`config.mk`:
```
export PLATFORM = sky130hd
export DESIGN_NAME = spi_mem_bridge
export DESIGN_NICKNAME = d
export VERILOG_FILES = /design/src/rtl/spi_mem_bridge.sv
export SDC_FILE = /design/constraint.sdc
export NUM_CORES = 1
export LEC_CHECK = 0
export BUFFER_PORTS_ARGS = -buffer_cell sky130_fd_sc_hd__buf_2
export CAP_MARGIN = 20
export CORE_ASPECT_RATIO = 1.5
export CORE_MARGIN = 8
export CORE_UTILIZATION = 59
export DETAILED_ROUTE_END_ITERATION = 10
export GPL_ROUTABILITY_DRIVEN = 0
export GPL_TIMING_DRIVEN = 0
export PLACE_DENSITY = 0.8
export SETUP_SLACK_MARGIN = 0.2
export SLEW_MARGIN = 5
export SYNTH_ARGS = -nofsm -noshare
export SYNTH_HDL_FRONTEND = slang
export SYNTH_SLANG_ARGS = --single-unit
```
`constraint.sdc`:
```
create_clock -name clk -period 3 [get_ports clk]
set_input_delay 0.15 -clock clk [delete_from_list [all_inputs] [get_ports clk]]
set_output_delay 0.15 -clock clk [all_outputs]
set_load 0.01 [all_outputs]
```
`src/rtl/spi_mem_bridge.sv`:
```
// Wishbone-classic slave mapping 32-bit word accesses onto SPI SRAM/EEPROM devices
// (mode 0, divided SCK, one chip select per device, byte-lane writes, little-endian reads).
module spi_mem_bridge #(
  parameter int       ADDR_W         = 14,
  parameter int       SPI_ADDR_BYTES = 2,
  parameter int       NUM_CS         = 2,
  parameter bit [3:0] RO_MASK        = 4'b0010,
  parameter int       CLK_DIV        = 1,
  parameter int       CS_GAP         = 2,
  parameter int       CS_W           = (NUM_CS > 1) ? $clog2(NUM_CS) : 1
) (
  input  logic                   clk,
  input  logic                   rst_n,
  input  logic                   wb_cyc,
  input  logic                   wb_stb,
  input  logic [CS_W+ADDR_W-1:0] wb_adr,
  input  logic                   wb_we,
  input  logic [31:0]            wb_dat_i,
  input  logic [3:0]             wb_sel,
  output logic [31:0]            wb_dat_o,
  output logic                   wb_ack,
  output logic                   wb_err,
  output logic                   spi_sck,
  output logic                   spi_mosi,
  input  logic                   spi_miso,
  output logic [NUM_CS-1:0]      spi_cs_n
);

  localparam int AW = 8 * SPI_ADDR_BYTES;
  localparam int DW = (CLK_DIV > 1) ? $clog2(CLK_DIV) : 1;

  typedef enum logic [2:0] {StIdle, StCmd, StAddr, StWdata, StRdata, StEnd, StErr} state_t;

  state_t            r_state;
  logic [31:0]       r_gap;
  logic [31:0]       r_addr;
  logic [31:0]       r_wdat;
  logic [31:0]       r_tx;
  logic [31:0]       r_rx;
  logic [31:0]       r_dat_o;
  logic [4:0]        r_cnt;
  logic [1:0]        r_nm1;
  logic [DW-1:0]     r_div;
  logic              r_we;
  logic              r_sck;
  logic              r_ack;
  logic              r_err;
  logic [NUM_CS-1:0] r_cs_n;

  logic [CS_W-1:0]   w_dev;
  logic [ADDR_W-1:0] w_wadr;
  logic [1:0]        w_lo;
  logic [1:0]        w_alo;
  logic [2:0]        w_n;
  logic              w_contig;
  logic              w_bad;
  logic              w_req;
  logic [31:0]       w_wdat_sh;
  logic [31:0]       w_wdat;
  logic [31:0]       w_addr_lj;
  logic [NUM_CS-1:0] w_cs_sel;

  assign w_dev     = wb_adr[CS_W+ADDR_W-1 -: CS_W];
  assign w_wadr    = wb_adr[ADDR_W-1:0];
  assign w_req     = wb_cyc & wb_stb;
  assign w_alo     = wb_we ? w_lo : 2'b00;
  assign w_cs_sel  = NUM_CS'(1) << w_dev;
  assign w_wdat_sh = wb_dat_i >> {w_lo, 3'b000};
  // Lane lo ends up in the top byte so it is shifted out first.
  assign w_wdat    = {w_wdat_sh[7:0], w_wdat_sh[15:8], w_wdat_sh[23:16], w_wdat_sh[31:24]};
  assign w_addr_lj = 32'({w_wadr, w_alo}) << (32 - AW);

  always_comb begin
    w_lo = 2'd0;
    for (int i = 3; i >= 0; i--) begin
      if (wb_sel[i]) w_lo = 2'(i);
    end
    w_n = 3'(wb_sel[0]) + 3'(wb_sel[1]) + 3'(wb_sel[2]) + 3'(wb_sel[3]);
    case (wb_sel)
      4'b0101, 4'b1001, 4'b1011, 4'b1101, 4'b1010: w_contig = 1'b0;
      default:                                     w_contig = 1'b1;
    endcase
    w_bad = (32'(w_dev) >= 32'(NUM_CS)) | (wb_we & (RO_MASK[2'(w_dev)] | ~w_contig));
  end

  always_ff @(posedge clk or negedge rst_n) begin
    if (!rst_n) begin
      r_state <= StIdle;
      r_gap   <= 32'(CS_GAP);
      r_addr  <= '0;
      r_wdat  <= '0;
      r_tx    <= '0;
      r_rx    <= '0;
      r_dat_o <= '0;
      r_cnt   <= '0;
      r_nm1   <= '0;
      r_div   <= '0;
      r_we    <= 1'b0;
      r_sck   <= 1'b0;
      r_ack   <= 1'b0;
      r_err   <= 1'b0;
      r_cs_n  <= '1;
    end else begin
      r_ack <= 1'b0;
      r_err <= 1'b0;
      case (r_state)
        StIdle: begin
          if (r_gap < 32'(CS_GAP)) r_gap <= r_gap + 32'd1;
          if (w_req && (r_gap >= 32'(CS_GAP))) begin
            r_we   <= wb_we;
            r_addr <= w_addr_lj;
            r_wdat <= w_wdat;
            r_nm1  <= 2'(w_n - 3'd1);
            if (w_bad) begin
              r_state <= StErr;
              r_err   <= 1'b1;
            end else if (wb_we && (wb_sel == 4'b0000)) begin
              r_state <= StEnd;
              r_ack   <= 1'b1;
              r_gap   <= '0;
            end else begin
              r_state <= StCmd;
              r_cs_n  <= ~w_cs_sel;
              r_tx    <= {(wb_we ? 8'h02 : 8'h03), 24'h0};
              r_cnt   <= 5'd7;
              r_div   <= '0;
              r_sck   <= 1'b0;
            end
          end
        end
        StCmd, StAddr, StWdata, StRdata: begin
          if (r_div == DW'(CLK_DIV - 1)) begin
            r_div <= '0;
            if (!r_sck) begin
              r_sck <= 1'b1;
              r_rx  <= {r_rx[30:0], spi_miso};
            end else begin
              r_sck <= 1'b0;
              if (r_cnt != 5'd0) begin
                r_cnt <= r_cnt - 5'd1;
                r_tx  <= {r_tx[30:0], 1'b0};
              end else begin
                case (r_state)
                  StCmd: begin
                    r_state <= StAddr;
                    r_tx    <= r_addr;
                    r_cnt   <= 5'(AW - 1);
                  end
                  StAddr: begin
                    if (r_we) begin
                      r_state <= StWdata;
                      r_tx    <= r_wdat;
                      r_cnt   <= {r_nm1, 3'b111};
                    end else begin
                      r_state <= StRdata;
                      r_tx    <= '0;
                      r_cnt   <= 5'd31;
                    end
                  end
                  default: begin
                    r_state <= StEnd;
                    r_cs_n  <= '1;
                    r_tx    <= '0;
                    r_gap   <= '0;
                    r_ack   <= w_req;
                    // First received byte sits in r_rx[31:24] and belongs in lane 0.
                    if (!r_we) r_dat_o <= {r_rx[7:0], r_rx[15:8], r_rx[23:16], r_rx[31:24]};
                  end
                endcase
              end
            end
          end else begin
            r_div <= r_div + DW'(1);
          end
        end
        StEnd, StErr: begin
          if (r_gap < 32'(CS_GAP)) r_gap <= r_gap + 32'd1;
          r_state <= StIdle;
        end
        default: r_state <= StIdle;
      endcase
    end
  end

  assign wb_dat_o = r_dat_o;
  assign wb_ack   = r_ack;
  assign wb_err   = r_err;
  assign spi_sck  = r_sck;
  assign spi_mosi = r_tx[31];
  assign spi_cs_n = r_cs_n;

endmodule

```
==> out/qor.txt <==
Status: finished clean
Core region area: 14500 um2
Min cycle time layout: 2720 ps
Syn Std Cell Area: 8660 um2
Wirelength, routed: 20.2 mm
YS warnings: 0
Area post-placement: 9420 um2
Antenna-violating nets left: 0
Final Hold Fails: 0
Die height: 164 um
Crit-path slowest cell: or4_1
Commonest non-fill, non-tap cell in the layout: dfrtp_1
CP endpoint: r_tx[27]$_DFFE_PN0P_
WP depth: 7
Slew HR: 36.0%
Area Growth Syn to Fin: 18.3%
Top delay family on crit path: simple AND/OR/NAND/NOR gates
Hold Crit Class: in -> reg
Post-synth EDFFs: 0
Final Cell Area: 10200 um2
Mapped Cells: 709
Total Routing Usage GR: 22.3%
Place WS: -48.2 ps
Crit-path max FO: 10
TritonRoute pass-1 iters: 5
RSZ-0062 raised after global routing: no
Async S/R FF share, synth: 100%
Via density: 5.95
Clk slew on worst S/H paths: 70 ps
Drt initial violations: 389
Largest net degree at the start of global routing: 112
Die X: 115 um
Worst R2R Path Depth: 7
Share of cells above drive strength 1: 30.7%
Via count: 6268
Yosys reg bits: 192
Critical path required time: 3310 ps
# Max-Cap Violations: 0
Crit Reg-Reg Endpoint: r_tx[27]$_DFFE_PN0P_
Most frequent cells in the layout: 189 x dfrtp_1, 102 x buf_2, 100 x mux2_2
Post-synth top flop: dfrtp_1
Non-Filler Instances: 1053
Grt total ovfl: 0
DR WL/cell: 19.2 um
Critical Path Start: r_gap[7]$_DFFE_PN0P_
Crit path kind: reg -> reg
Port Buffers: 94
First-pass GRT wire length: 33.2 mm
Final antenna diode count: 0
Filler cells: 1031
Worst setup margin: 279 ps
CP max stage delay: 540 ps
Worst vdd ir: 0.429 mV
Initial antenna violation count: 0
Maximum buffer depth of the clock tree: 2
H-tree Lvls: 4
Endpoints failing setup: 0
Worst Skew: 11.6 ps
Slew Limit Fails: 0
CTS tree: yes
Period utilisation layout: 90.7%
Vias in the first global route: 6694
Arrival time worst endpoint: 3030 ps
Starting Density: 59.9%
DIE AREA: 18900 um2
Setup TNS: 0 ps
Lkg Pwr: 5.06 nW
Cell-by-cell trace of the critical path: or4_1 -> or4_4 -> o311ai_4 -> o31a_1 -> buf_6 -> buf_8 -> mux2_1
Placed insts: 1000
Mapped Avg Cell Area: 12.2 um2
Worst-Skew Late Latency: 430 ps
Seq/Total Area, Yosys: 55.5%
Cell variety after synth: 59
Number of I/O pins: 95
Post-Syn Nets: 771
Critical Path Start Type: flop
Drc violations: 0
DP Wirelength: 14.8 mm
R2R Setup Slk: 280 ps
F_max: 367 MHz
Reg2reg start: r_gap[7]$_DFFE_PN0P_
CP endpoint kind: flop
Root Buffer: clkbuf_16
Tightest Pin Transition: 960 ps
Final #Nets: 906
Row count: 54
Pwr Density: 488 nW/um2
Clock sink count: 192
CTS buffer count: 17
Worst path bufs/invs: 2
Min Hold Slack: 26.2 ps
-- worst register-to-register path: stages, from the launching register on --
cell and delay, ps:
dfrtp_1 380, or4_1 540, or4_4 480, o311ai_4 310
o31a_1 200, buf_6 180, buf_8 180, mux2_1 350
-- stage by stage --
stage          power [mW]  util, %
2_1_floorplan        2.75        -
3_3_place_gp         2.88     64.9
3_5_place_dp         2.89     65.1
4_1_cts              5.05     70.6
5_1_grt              5.17     70.9
6_report             5.01     70.9
-- worst min-delay path by stage --
stage                       startpoint                endpoint  depth (start not counted)
after floorplan                  rst_n  r_addr[16]$_DFFE_PN0P_                          0
after global placement      wb_adr[12]  r_addr[30]$_DFFE_PN0P_                          2
after detailed placement         rst_n     r_tx[3]$_DFFE_PN0P_                          1
after CTS                 wb_dat_i[29]   r_wdat[5]$_DFFE_PN0P_                          3
after global routing      wb_dat_i[29]   r_wdat[5]$_DFFE_PN0P_                          3
final                     wb_dat_i[29]   r_wdat[5]$_DFFE_PN0P_                          3
-- routing by layer --
metal	share of wire, %	vias up	GRT usage [%]
li1	-	2856	-
met1	38	3152	24.5
met2	52	209	39.6
met3	5.3	51	5.27
met4	4.3	0	11.0
met5	0	-	0
-- synthesized netlist by cell type, drive strengths merged, types with 4 or more instances --
master | instances | area [um2]
ha | 4 | 50.1
a22o | 15 | 131
nor2 | 14 | 55.1
nor2b | 5 | 31.3
mux2 | 126 | 1420
nand2 | 45 | 169
buf | 13 | 86.3
nor4 | 7 | 50.1
a22oi | 15 | 113
clkbuf | 31 | 118
nand2b | 4 | 25.0
o21ai | 58 | 290
inv | 16 | 60.1
nor3 | 10 | 50.1
a21oi | 12 | 60.1
and2 | 32 | 200
nand3 | 7 | 35.0
and3 | 5 | 31.3
a31oi | 5 | 31.3
nand4 | 10 | 62.6
mux2i | 34 | 340
o41ai | 10 | 87.6
dfrtp | 189 | 4730
-- state kept, by name (all words and copies together), names as in the netlist --
register,count
r_gap,32
r_tx,32
spi_cs_n,2
r_we,1
r_cnt,5
wb_ack,1
spi_sck,1
wb_dat_o,32
r_nm1,2
r_rx,32
r_wdat,32
r_state,3
r_addr,16
wb_err,1
-- layout make-up --
cell class              count  area (um2)  share of cell area (%)
plain buffers              44         224                    2.19
clock buffers              18         429                    4.19
clock inverters            14         144                    1.40
inverters                  16        60.1                   0.586
multi-input cells         457        3620                    35.4
flip-flops and latches    192        4810                    46.9
well taps                 196         245                    2.39
repair buffers            116         713                    6.96
-- where the power goes --
part           internal, mW  total, mW  switching [mW]
Sequential             2.60       2.62          0.0117
Combinational        0.0963      0.241           0.145
Clock                  1.11       2.15            1.04
-- cells by family after synthesis --
kind of cell	synth area share [%]
buffers and inverters	3.05
xor gates and xnor gates	0.202
AOI/OAI and AO/OA	10.9
DFF	55.5
and+or+nand+nor	9.24
muxes	20.3
adders and majority gates	0.809
-- repair_timing --
item / CTS / global route
hold buffers: 19 / 0
endpoints found under the hold margin: 96 / 0
pin swaps: 1 / 1
endpoints found under the setup margin: 58 / 67
gates resized for setup: 3 / 15
setup buffers: 1 / 1
Note: power is estimated with default switching activity, not from simulation.
